## config.mk

```make
export PLATFORM = sky130hd
export DESIGN_NAME = trap_ctrl
export DESIGN_NICKNAME = d
export VERILOG_FILES = /design/src/rtl/trap_ctrl_pkg.sv /design/src/rtl/trap_ctrl_prio_enc.sv /design/src/rtl/trap_ctrl.sv
export SDC_FILE = /design/constraint.sdc
export NUM_CORES = 1
export LEC_CHECK = 0
export ABC_CLOCK_PERIOD_IN_PS = 2450
export BUFFER_PORTS_ARGS = -buffer_cell sky130_fd_sc_hd__buf_2
export CAP_MARGIN = 20
export CORE_MARGIN = 2
export CORE_UTILIZATION = 25
export DETAILED_ROUTE_END_ITERATION = 16
export PLACE_DENSITY = 0.57
export SYNTH_ARGS = -nofsm -noshare
export SYNTH_HDL_FRONTEND = slang
export SYNTH_SLANG_ARGS = --single-unit
```

## constraint.sdc

```tcl
create_clock -name clk -period 2.45 [get_ports clk]
set_input_delay 0.245 -clock clk [delete_from_list [all_inputs] [get_ports clk]]
set_output_delay 0.245 -clock clk [all_outputs]
set_load 0.005 [all_outputs]
```

## src/rtl/trap_ctrl_pkg.sv

```systemverilog
// trap_ctrl_pkg: shared constants and types for the CSR trap sequencer.
//   - machine-mode CSR addresses touched during trap entry / return
//   - interrupt cause codes and mstatus bit positions
//   - sequencer state encoding
package trap_ctrl_pkg;

  localparam logic [11:0] CSR_MSTATUS = 12'h300;
  localparam logic [11:0] CSR_MTVEC   = 12'h305;
  localparam logic [11:0] CSR_MEPC    = 12'h341;
  localparam logic [11:0] CSR_MCAUSE  = 12'h342;
  localparam logic [11:0] CSR_MTVAL   = 12'h343;

  localparam logic [3:0] IRQ_CODE_EXT = 4'd11;
  localparam logic [3:0] IRQ_CODE_SFT = 4'd3;
  localparam logic [3:0] IRQ_CODE_TMR = 4'd7;

  localparam int MSTATUS_MIE_BIT  = 3;
  localparam int MSTATUS_MPIE_BIT = 7;

  // Entry runs S_EPC..S_JMP in order; return runs S_RSTAT -> S_RJMP.
  typedef enum logic [2:0] {
    S_IDLE  = 3'd0,
    S_EPC   = 3'd1,
    S_CAUSE = 3'd2,
    S_TVAL  = 3'd3,
    S_STAT  = 3'd4,
    S_JMP   = 3'd5,
    S_RSTAT = 3'd6,
    S_RJMP  = 3'd7
  } trap_state_e;

endpackage

```

## src/rtl/trap_ctrl_prio_enc.sv

```systemverilog
// trap_ctrl_prio_enc: combinational trap request priority encoder.
//   Priority: exception > mret > external irq > software irq > timer irq.
//   Ports:
//     exc_valid / exc_cause  synchronous exception request and its code
//     mret                   trap return request
//     irq_en                 mstatus.MIE qualified with the instruction boundary
//     ext_irq/sft_irq/tmr_irq  interrupt levels
//     req_valid              some request wins this cycle
//     req_is_irq             winner is an interrupt
//     req_is_mret            winner is mret
//     req_code               cause code of the winner (0 for mret)
module trap_ctrl_prio_enc
  import trap_ctrl_pkg::*;
(
  input  logic       exc_valid,
  input  logic [3:0] exc_cause,
  input  logic       mret,
  input  logic       irq_en,
  input  logic       ext_irq,
  input  logic       sft_irq,
  input  logic       tmr_irq,
  output logic       req_valid,
  output logic       req_is_irq,
  output logic       req_is_mret,
  output logic [3:0] req_code
);

  // Fixed-priority selection of the single winning request.
  always_comb begin
    req_valid   = 1'b0;
    req_is_irq  = 1'b0;
    req_is_mret = 1'b0;
    req_code    = 4'd0;
    if (exc_valid) begin
      req_valid = 1'b1;
      req_code  = exc_cause;
    end else if (mret) begin
      req_valid   = 1'b1;
      req_is_mret = 1'b1;
    end else if (irq_en && ext_irq) begin
      req_valid  = 1'b1;
      req_is_irq = 1'b1;
      req_code   = IRQ_CODE_EXT;
    end else if (irq_en && sft_irq) begin
      req_valid  = 1'b1;
      req_is_irq = 1'b1;
      req_code   = IRQ_CODE_SFT;
    end else if (irq_en && tmr_irq) begin
      req_valid  = 1'b1;
      req_is_irq = 1'b1;
      req_code   = IRQ_CODE_TMR;
    end else begin
      req_valid = 1'b0;
    end
  end

endmodule

```

## src/rtl/trap_ctrl.sv

```systemverilog
// trap_ctrl: machine-mode trap entry / return sequencer on the CSR trap channel.
//   Trap entry writes mepc, mcause, mtval, mstatus (one CSR per cycle) and then
//   reads mtvec and issues a single jump. mret rewrites mstatus and jumps to mepc.
//   The pipeline is held (hold_o) from the accept cycle through the jump cycle.
//   Build option: TRAP_VECTORED_EN enables vectored interrupt dispatch when
//   mtvec[1:0]==2'b01 (base + 4*code for interrupts, base for exceptions).
//   Ports:
//     clk, rst                      clock, synchronous active-high reset
//     inst_valid_i, pc_i            instruction boundary strobe, trap pc
//     exc_valid_i/exc_cause_i/exc_tval_i  exception request
//     mret_i, mie_i                 trap return request, global irq enable
//     ext_irq_i/sft_irq_i/tmr_irq_i interrupt levels
//     trap_csr_*                    CSR port (rdata combinational on addr)
//     hold_o, jump_o, jump_addr_o   stall and redirect
module trap_ctrl
  import trap_ctrl_pkg::*;
#(
  parameter int XLEN   = 32,
  parameter int CSR_AW = 12
) (
  input  logic              clk,
  input  logic              rst,
  input  logic              inst_valid_i,
  input  logic [XLEN-1:0]   pc_i,
  input  logic              exc_valid_i,
  input  logic [3:0]        exc_cause_i,
  input  logic [XLEN-1:0]   exc_tval_i,
  input  logic              mret_i,
  input  logic              mie_i,
  input  logic              ext_irq_i,
  input  logic              sft_irq_i,
  input  logic              tmr_irq_i,
  output logic              trap_csr_we_o,
  output logic [CSR_AW-1:0] trap_csr_addr_o,
  output logic [XLEN-1:0]   trap_csr_wdata_o,
  input  logic [XLEN-1:0]   trap_csr_rdata_i,
  output logic              hold_o,
  output logic              jump_o,
  output logic [XLEN-1:0]   jump_addr_o
);

  trap_state_e     state_r, state_nxt_s;
  logic [XLEN-1:0] pc_r, cause_r, tval_r;
  logic            req_valid_s, req_is_irq_s, req_is_mret_s, accept_s;
  logic [3:0]      req_code_s;
  logic [XLEN-1:0] stat_entry_s, stat_ret_s, jump_base_s, trap_target_s;

  trap_ctrl_prio_enc u_prio (
    .exc_valid   (exc_valid_i),
    .exc_cause   (exc_cause_i),
    .mret        (mret_i),
    .irq_en      (mie_i & inst_valid_i),
    .ext_irq     (ext_irq_i),
    .sft_irq     (sft_irq_i),
    .tmr_irq     (tmr_irq_i),
    .req_valid   (req_valid_s),
    .req_is_irq  (req_is_irq_s),
    .req_is_mret (req_is_mret_s),
    .req_code    (req_code_s)
  );

  // Requests are only taken in IDLE; non-IDLE arrivals are dropped, not queued.
  assign accept_s = (state_r == S_IDLE) & req_valid_s & ~rst;
  assign hold_o   = accept_s | (state_r != S_IDLE);

  // mstatus read-modify-write values; all other bits pass through.
  always_comb begin
    stat_entry_s                   = trap_csr_rdata_i;
    stat_entry_s[MSTATUS_MPIE_BIT] = trap_csr_rdata_i[MSTATUS_MIE_BIT];
    stat_entry_s[MSTATUS_MIE_BIT]  = 1'b0;
    stat_ret_s                     = trap_csr_rdata_i;
    stat_ret_s[MSTATUS_MIE_BIT]    = trap_csr_rdata_i[MSTATUS_MPIE_BIT];
    stat_ret_s[MSTATUS_MPIE_BIT]   = 1'b1;
  end

  assign jump_base_s = {trap_csr_rdata_i[XLEN-1:2], 2'b00};

`ifdef TRAP_VECTORED_EN
  // Vectored mode offsets interrupts only; cause_r MSB marks an interrupt.
  always_comb begin
    if ((trap_csr_rdata_i[1:0] == 2'b01) && cause_r[XLEN-1]) begin
      trap_target_s = jump_base_s + {{(XLEN-6){1'b0}}, cause_r[3:0], 2'b00};
    end else begin
      trap_target_s = jump_base_s;
    end
  end
`else
  assign trap_target_s = jump_base_s;
`endif

  // State register and capture of pc/cause/tval at trap acceptance.
  always_ff @(posedge clk) begin
    if (rst) begin
      state_r <= S_IDLE;
      pc_r    <= {XLEN{1'b0}};
      cause_r <= {XLEN{1'b0}};
      tval_r  <= {XLEN{1'b0}};
    end else begin
      state_r <= state_nxt_s;
      if (accept_s && !req_is_mret_s) begin
        pc_r    <= pc_i;
        cause_r <= {req_is_irq_s, {(XLEN-5){1'b0}}, req_code_s};
        tval_r  <= req_is_irq_s ? {XLEN{1'b0}} : exc_tval_i;
      end else begin
        pc_r    <= pc_r;
        cause_r <= cause_r;
        tval_r  <= tval_r;
      end
    end
  end

  // Next state and per-state CSR access / redirect decode.
  always_comb begin
    state_nxt_s      = state_r;
    trap_csr_we_o    = 1'b0;
    trap_csr_addr_o  = {CSR_AW{1'b0}};
    trap_csr_wdata_o = {XLEN{1'b0}};
    jump_o           = 1'b0;
    jump_addr_o      = {XLEN{1'b0}};
    case (state_r)
      S_IDLE: begin
        if (accept_s) begin
          state_nxt_s = req_is_mret_s ? S_RSTAT : S_EPC;
        end else begin
          state_nxt_s = S_IDLE;
        end
      end
      S_EPC: begin
        trap_csr_we_o    = 1'b1;
        trap_csr_addr_o  = CSR_AW'(CSR_MEPC);
        trap_csr_wdata_o = pc_r;
        state_nxt_s      = S_CAUSE;
      end
      S_CAUSE: begin
        trap_csr_we_o    = 1'b1;
        trap_csr_addr_o  = CSR_AW'(CSR_MCAUSE);
        trap_csr_wdata_o = cause_r;
        state_nxt_s      = S_TVAL;
      end
      S_TVAL: begin
        trap_csr_we_o    = 1'b1;
        trap_csr_addr_o  = CSR_AW'(CSR_MTVAL);
        trap_csr_wdata_o = tval_r;
        state_nxt_s      = S_STAT;
      end
      S_STAT: begin
        trap_csr_we_o    = 1'b1;
        trap_csr_addr_o  = CSR_AW'(CSR_MSTATUS);
        trap_csr_wdata_o = stat_entry_s;
        state_nxt_s      = S_JMP;
      end
      S_JMP: begin
        trap_csr_addr_o = CSR_AW'(CSR_MTVEC);
        jump_o          = 1'b1;
        jump_addr_o     = trap_target_s;
        state_nxt_s     = S_IDLE;
      end
      S_RSTAT: begin
        trap_csr_we_o    = 1'b1;
        trap_csr_addr_o  = CSR_AW'(CSR_MSTATUS);
        trap_csr_wdata_o = stat_ret_s;
        state_nxt_s      = S_RJMP;
      end
      S_RJMP: begin
        trap_csr_addr_o = CSR_AW'(CSR_MEPC);
        jump_o          = 1'b1;
        jump_addr_o     = jump_base_s;
        state_nxt_s     = S_IDLE;
      end
      default: begin
        state_nxt_s = S_IDLE;
      end
    endcase
  end

endmodule
```

* After elaboration in Yosys (flattened, before gate mapping) *
Cells that the tools add are included.

storage, ports and cells
  register bits = 72
  input bits = 109
  output and inout port bits = 79
  logic and storage cells = 50

operators by class
  equality and inequality tests = 7
  multiplexer cells = 23
  bitwise operators = 5
  reduce and logical (&&, ||, !) cells = 11

operators with widths
  cell                count
  $pmux 32 s5         1
  $mux 32             2
  $pmux 10 s5         1
  $pmux 3 s7          1
  $mux 4              4
  $eq 3x3->1 const B  4
  $mux 1              11
  $mux 3              3
  $eq 3x2->1 const B  2
  $reduce_or 2->1     3
  $reduce_or 5->1     1
  $logic_and 1x1->1   4
  $and 1x1->1         3
  $eq 3x1->1 const B  1
  $logic_not 3->1     1
  $reduce_bool 3->1   1
  $logic_not 1->1     1
  $not 1->1           1
  $or 1x1->1          1

* Longest topological paths before layout *
Gate-level depths: netlist (run 1).

  word-level depth = 11
  mapped depth = 8
  depth with buffers taken out = 5

* By module *
A second synthesis (run 1) with hierarchy kept.

unflattened totals
  cell total of the unflattened synthesis = 522
  area, all modules = 3,917.5 um2

by module, submodules not included
  module              instances  cells an instance  area each (um2)  sequential area each (um2)
  trap_ctrl           1          504                3,822.4          1,441.4
  trap_ctrl_prio_enc  1          18                 95.1             0.0

* Least setup slack after synthesis (run 1) *
No wires, ideal clock.

  path kind = register to output
  start = register state_r[2]
  end = output trap_csr_addr_o[6]
  data arrival time = 1.154 ns
  data required time = 2.205 ns
  slack = 1.051 ns
  stages on the path, launching flop included = 5
  buffers on the path = 2
  cell sequence = dfxtp_1 > nand2b_1 > clkbuf_1 > clkbuf_1 > o21ai_0

between the ends
  word-level cells in the longest chain between the ends = 3
  elaborated cells between the ends (all ways) = 10
  those cells by class = eq/ne: 7; mux: 1; reduce/logical: 2

ends and longest elaborated chain
  what                                      RTL line          source
  from (decl)                               trap_ctrl.sv:42   trap_state_e state_r, state_nxt_s;
  from (signal assigned)                    trap_ctrl.sv:99   state_r <= state_nxt_s;
  $eq 3x3->1 or $eq 3x1->1 (tied branches)  trap_ctrl.sv:120  case (state_r)
  $reduce_or 2->1 (no line)                 --
  $pmux 10 s5 *                             trap_ctrl.sv:120
  to (decl)                                 trap_ctrl.sv:34   output logic [CSR_AW-1:0] trap_csr_addr_o,

Every way passes the cells marked *; elsewhere a longest branch is shown, timed or not.

* Worst setup path in the final report (run 1) *
  start = register state_r[0]
  end = output trap_csr_wdata_o[31]

between the ends
  word-level cells in the longest chain between the ends = 2
  elaborated cells between the ends (all ways) = 6
  those cells by class = eq/ne: 5; mux: 1

ends and longest elaborated chain
  what                                RTL line          source
  $eq 3x3->1 (tied with other cells)  trap_ctrl.sv:120
  $pmux 32 s5 *                       trap_ctrl.sv:120
  to (decl)                           trap_ctrl.sv:35   output logic [XLEN-1:0] trap_csr_wdata_o,

Marks and branches as above.

==> results of run 1 <==
-- through the flow --
| stage | hold slack, ps | total power, mW |
|---|---|---|
| after floorplan | 368.0 | 1.895 |
| after global placement | 454.7 | 2.207 |
| after detailed placement | 456.2 | 2.211 |
| after CTS | 103.1 | 3.479 |
| after global routing | 118.6 | 3.621 |
| final | 116.6 | 3.431 |
-- registers in the layout (all words and copies together) (netlist names) --
name / cells
tval_r: 32
pc_r: 32
cause_r: 5
state_r: 3
-- power breakdown --
part	internal, mW	switching, mW	leakage [nW]
Sequential	1.27	0.0751	0.588
Clock	0.763	0.486	0.145
Combinational	0.322	0.517	1.93
Total	2.35	1.08	2.66
-- worst max-delay path, cell delays in order (launching register included) --
cell and delay [ps]:
dfxtp_2 600, buf_4 260, mux2i_1 200, nor2_1 50
a21oi_1 190, o21ai_0 100, buf_2 130
-- layout make-up --
type                    instances  area [um^2]
flip-flops and latches         72         1444
multi-input cells             380         2285
diodes                          1        2.502
clock inverters                 3        15.01
repair buffers                202         1081
clock buffers                  13        270.3
fillers                      1742        10560
inverters                       4        15.01
well taps                     216        270.3
-- layout by cell type (no fill, tap or decap), types with 3 or more instances in the layout --
| master | n |
|---|---|
| clkinv_2 | 3 |
| and3_1 | 30 |
| nand2_1 | 97 |
| buf_4 | 22 |
| conb_1 | 8 |
| a21oi_1 | 11 |
| nand4_1 | 32 |
| o21ai_0 | 33 |
| dfxtp_1 | 70 |
| o211ai_1 | 65 |
| clkbuf_8 | 3 |
| mux2i_1 | 31 |
| clkbuf_16 | 9 |
| nand3_1 | 33 |
| nor2_1 | 12 |
| buf_2 | 179 |
-- layer usage --
metal	up-vias	part of all wire
met3	10	0.060
li1	2167	-
met2	155	0.45
met5	-	0
met1	2006	0.48
met4	0	0.0082
-- kinds of logic (layout without fill, tap and decap cells) --
kind of cell / after synthesis / after routing / synth area share
AND/OR/NAND/NOR: 218 / 218 / 0.2633
AO/OA/AOI/OAI: 123 / 123 / 0.2059
buffers and inverters: 73 / 222 / 0.1008
flip-flops: 72 / 72 / 0.3530
multiplexers: 31 / 31 / 0.07600
other: 1 / 9 / 0.0009185
-- worst max-delay path by stage --
stage | slack, ps | end | start
CTS | 140 | trap_csr_wdata_o[22] | state_r[0]
global route | 110 | trap_csr_wdata_o[0] | state_r[1]
detailed placement | 520 | trap_csr_wdata_o[22] | state_r[0]
global placement | 560 | trap_csr_wdata_o[26] | state_r[0]
floorplan | 1050 | trap_csr_addr_o[6] | state_r[2]
finish | 330 | trap_csr_wdata_o[31] | state_r[0]
==> metrics.cfg, run 1 <==
[floorplan]
rows=46
die_area_um2=17370
initial_core_util=0.2561
core_area_um2=15940
fp.dieH_um=131.8
pin_count=188
die_w_um=131.8

[placed_design]
gp_congestion=0.7427
placed_area_um2=5092
dp_slack_ps=521.2
placed_cells=874
io_buffers=179
hpwlAfterDp_um=10150

[critical_path]
cp.required_ps=2200
critPathMaxFanout=20
r2r_end=cause_r[1]
r2r_start=state_r[1]
critPathCaptureType=primary output
rrSetupSlack_ps=700
path_class=reg2out
worstSetupStartpointType=register
critical_path_arrival_ps=1880
r2r_cells=5

[clocking]
clk_latency_ps=340
cts_tree=done
htree_levels=3
cts.clk_slew.worst_paths_ps=60
cts_buffers=9
cts_hold_buf=0
cts_root_buffer=clkbuf_16
cts_setup_buffers=0
cts_buffer_depth=2
cts-resized-gates=0
cts.sinks=72

[synthesis]
synthesis.yosys.warnings=0
synth.top_cells.by_count=nand2_1, dfxtp_1, o211ai_1
ys_seq_area_frac=0.3530
synth_top_area_share=0.3530
synth_area_um2=4083
avgSynthCellArea_um2=7.882
synth.most_common_cell=nand2_1
synthArstFlopShare=0
synthTopCellsByArea=dfxtp_1, o211ai_1, nand2_1
synth-edff-count=0
ys_ff_latch=72
yosys.area.top_type=dfxtp_1
ys.flop_type=dfxtp_1
ys_types=37
syn_inst=518

[detailed_routing]
drt_wl_total_um=14270
first_pass_iters=7
drc=0
vias_per_cell=4.869
routedWlPerCell_um=16.01
ant_nets=0
via_count=4338
drtIter0Drc=211

[timing]
hold_viol_final=0
skew_ps=7.131
layout_setup_ws_ps=326.6
rsz0062_at_grt=false
setup_tns_ps=0
slew_viol_final=0
tightest_slew_ps=748.4
period_share=0.8667
slew-limit-headroom=0.4992
setup_viol=0
period_minus_slack_ps=2123
max_freq_mhz=470.9

[grt]
grt_pass1_vias=4160
grt-busiest-layer=met2
use_met3=0.04229
grt_use_total=0.1626
use_met2=0.2629
grt_util_met1=0.2196
antenna_found_initial=0
overflow=0
grt_max_degree=42
grt_pass1_wl_um=22560

[final_layout]
final_area_um2=5383
drive_above_1_share=0.3457
syn_to_final_growth_pct=31.84
final_cells=891
utilization=0.3376
finalNetCount=778

[worst_hold_path]
min_to=pc_r[10]
min_from=pc_i[10]
min_path_type=in2reg
worst_hold_path.num_cells=3

[power_and_ir_drop]
p_leak_nw=2.659
ir_drop_uv=319.9
power.density_nw_per_um2=637.5

[run_status]
outcome=finished clean

[flow_run]
max_cap_viol_count=0

(Power assumes the default switching activity.)
==> inputs of run 2 (changes only) <==
==> constraint.sdc (replaced) <==
create_clock -name clk -period 2.45 [get_ports clk]
set_input_delay 0.245 -clock clk [delete_from_list [all_inputs] [get_ports clk]]
set_output_delay 0.245 -clock clk [all_outputs]
set_load 0.1 [all_outputs]
==> run 2 against run 1 <==
Compared with the run above:
- combinational power rose by 120%
- clock skew fell by 2.6 ps
- routed wire length rose by 2.3%
- final area rose by 21%
- critical path depth fell by 1
- final cell count fell by 0.56%
- clock-buffer cell count fell by 2
- first-iteration DRC count rose by 7.1%
- power rose by 30%
- largest cell class unchanged
- largest power group is now combinational cells
- highest routed layer unchanged
==> metrics.cfg, run 2 (synthesis gave the netlist of run 1 again) <==
[critical_path]
r2r_cells=5  ; unchanged
path_class=reg2out
critPathCaptureType=primary output
r2r_end=cause_r[0]
r2r_start=state_r[1]
critPathLaunch=state_r[1]
endpoint=trap_csr_wdata_o[1]
rrSetupSlack_ps=630  ; -70 ps
critical_path_arrival_ps=2050  ; +170 ps
cp.required_ps=2200  ; about the same
worstSetupStartpointType=register
critPathMaxFanout=19  ; -5.0%

[worst_hold_path]
min_from=pc_i[25]
min_path_type=in2reg

[clocking]
cts_buffer_depth=2  ; unchanged
cts_setup_buffers=0  ; unchanged
cts.sinks=72  ; unchanged
cts.clk_slew.worst_paths_ps=60  ; about the same
htree_levels=3  ; unchanged
clk_latency_ps=330  ; about the same
cts_buffers=9  ; unchanged
cts_hold_buf=0  ; unchanged
cts_tree=done
cts_root_buffer=clkbuf_16
cts-resized-gates=0  ; unchanged

[detailed_routing]
drtIter0Drc=226  ; +7.1%
routedWlPerCell_um=16.47  ; +2.9%
vias_per_cell=4.875  ; +0.12%
via_count=4319  ; -0.44%
drt_wl_total_um=14590  ; +2.3%
drc=0  ; unchanged
ant_nets=0  ; unchanged
first_pass_iters=5  ; -2

[floorplan]
die_area_um2=17370  ; unchanged
rows=46  ; unchanged
pin_count=188  ; unchanged
core_area_um2=15940  ; unchanged
initial_core_util=0.2561  ; unchanged
fp.dieH_um=131.8  ; unchanged
die_w_um=131.8  ; unchanged

[final_layout]
final_area_um2=6507  ; +21%
final_common_cell=buf_2
final-seq-area_um2=1444  ; unchanged
final_cell_mix=buf_2, nand2_1, buf_12
diodes=0  ; -1
reg.largest.list=pc_r (32), tval_r (32), cause_r (5)
multi_input_area_um2=2367  ; +3.6%
syn_to_final_growth_pct=59.39
fill_cells=1624  ; -6.8%
drive_above_1_share=0.3761  ; +0.03042
finalNetCount=774  ; -0.51%
final_cells=886  ; -0.56%

[grt]
grt_pass1_wl_um=23570  ; +4.5%
grt_pass1_vias=4424  ; +6.3%
grt_max_degree=46  ; +9.5%
grt_use_total=0.1688  ; +0.006208
overflow=0  ; unchanged
antenna_found_initial=0  ; unchanged

[placed_design]
gp_congestion=0.7232  ; -2.6%
placed_area_um2=6208  ; +22%
hpwlAfterDp_um=10310  ; +1.6%
io_buffers=179  ; unchanged
dp_slack_ps=467.4  ; -53.74 ps
placed_cells=870  ; -0.46%

[flow_run]
max_cap_viol_count=0  ; unchanged

[power_and_ir_drop]
ir_drop_uv=376.8  ; +18%
p_leak_nw=2.889  ; +8.6%
power.density_nw_per_um2=686.6  ; +7.7%

[timing]
period_minus_slack_ps=2295  ; +171.6 ps
skew_ps=4.489  ; -2.642 ps
setup_viol=0  ; unchanged
slew_viol_final=0  ; unchanged
hold_viol_final=0  ; unchanged
max_freq_mhz=435.7  ; -7.5%
rsz0062_at_grt=false
slew-limit-headroom=0.4029  ; -0.09629
period_share=0.9367  ; +0.07003
layout_setup_ws_ps=155.0  ; -171.6 ps
tightest_slew_ps=892.3  ; +143.9 ps

[run_status]
outcome=finished clean

run 2: cell count changes in the layout (fill, tap and decap cells not counted), sizes merged:
cell	previous run	this run
bufinv	0	1
diode	1	0
buf	202	198
clkbuf	13	11
clkinvlp	0	1
run 2: worst min path at each step:
stage,to,slack (ps),cells past startpoint
3_3_place_gp,pc_r[23],450,3
6_report,pc_r[25],110,3
5_1_grt,pc_r[29],120,3
3_5_place_dp,pc_r[23],450,3
4_1_cts,pc_r[23],110,3
2_1_floorplan,pc_r[0],370,2
run 2: layout make-up:
| type | instances | area share |
|---|---|---|
| clock buffer | 11 | 0.03730 |
| inverter | 4 | 0.002307 |
| tap | 216 | 0.04153 |
| timing repair buffer | 198 | 0.3246 |
| sequential | 72 | 0.2219 |
| clock inverter | 5 | 0.008652 |
| multi-input combinational | 380 | 0.3638 |
run 2: critical path, stage by stage (launching register included):
cell     delay, ps
dfxtp_2        640
buf_4          410
nor2b_1        170
a21oi_1        200
o21ai_1        110
buf_12         190
run 2: layer usage:
metal / vias up / routed length, um / GRT usage
met3: 12 / 977 / 0.04575
met4: 0 / 161 / 0.04348
met2: 152 / 6636 / 0.2699
met1: 1988 / 6818 / 0.2255
met5: - / 0 / 0
li1: 2167 / - / -
run 2: where the power goes:
group          leakage, nW  switching (mW)  internal [mW]
registers            0.588          0.0680           1.27
clock network        0.145           0.511          0.814
logic                 2.16            1.24          0.567
total                 2.89            1.82           2.65
run 2: stage by stage:
step	TNS [ps]	hold slack, ps	power, mW	util
2_1_floorplan	-116.7	368.0	2.579	-
3_3_place_gp	0	454.0	3.179	0.3894
3_5_place_dp	0	453.8	3.183	0.3894
4_1_cts	0	105.1	4.516	0.4082
5_1_grt	0	117.9	4.660	0.4082
6_report	0	114.9	4.468	0.4082
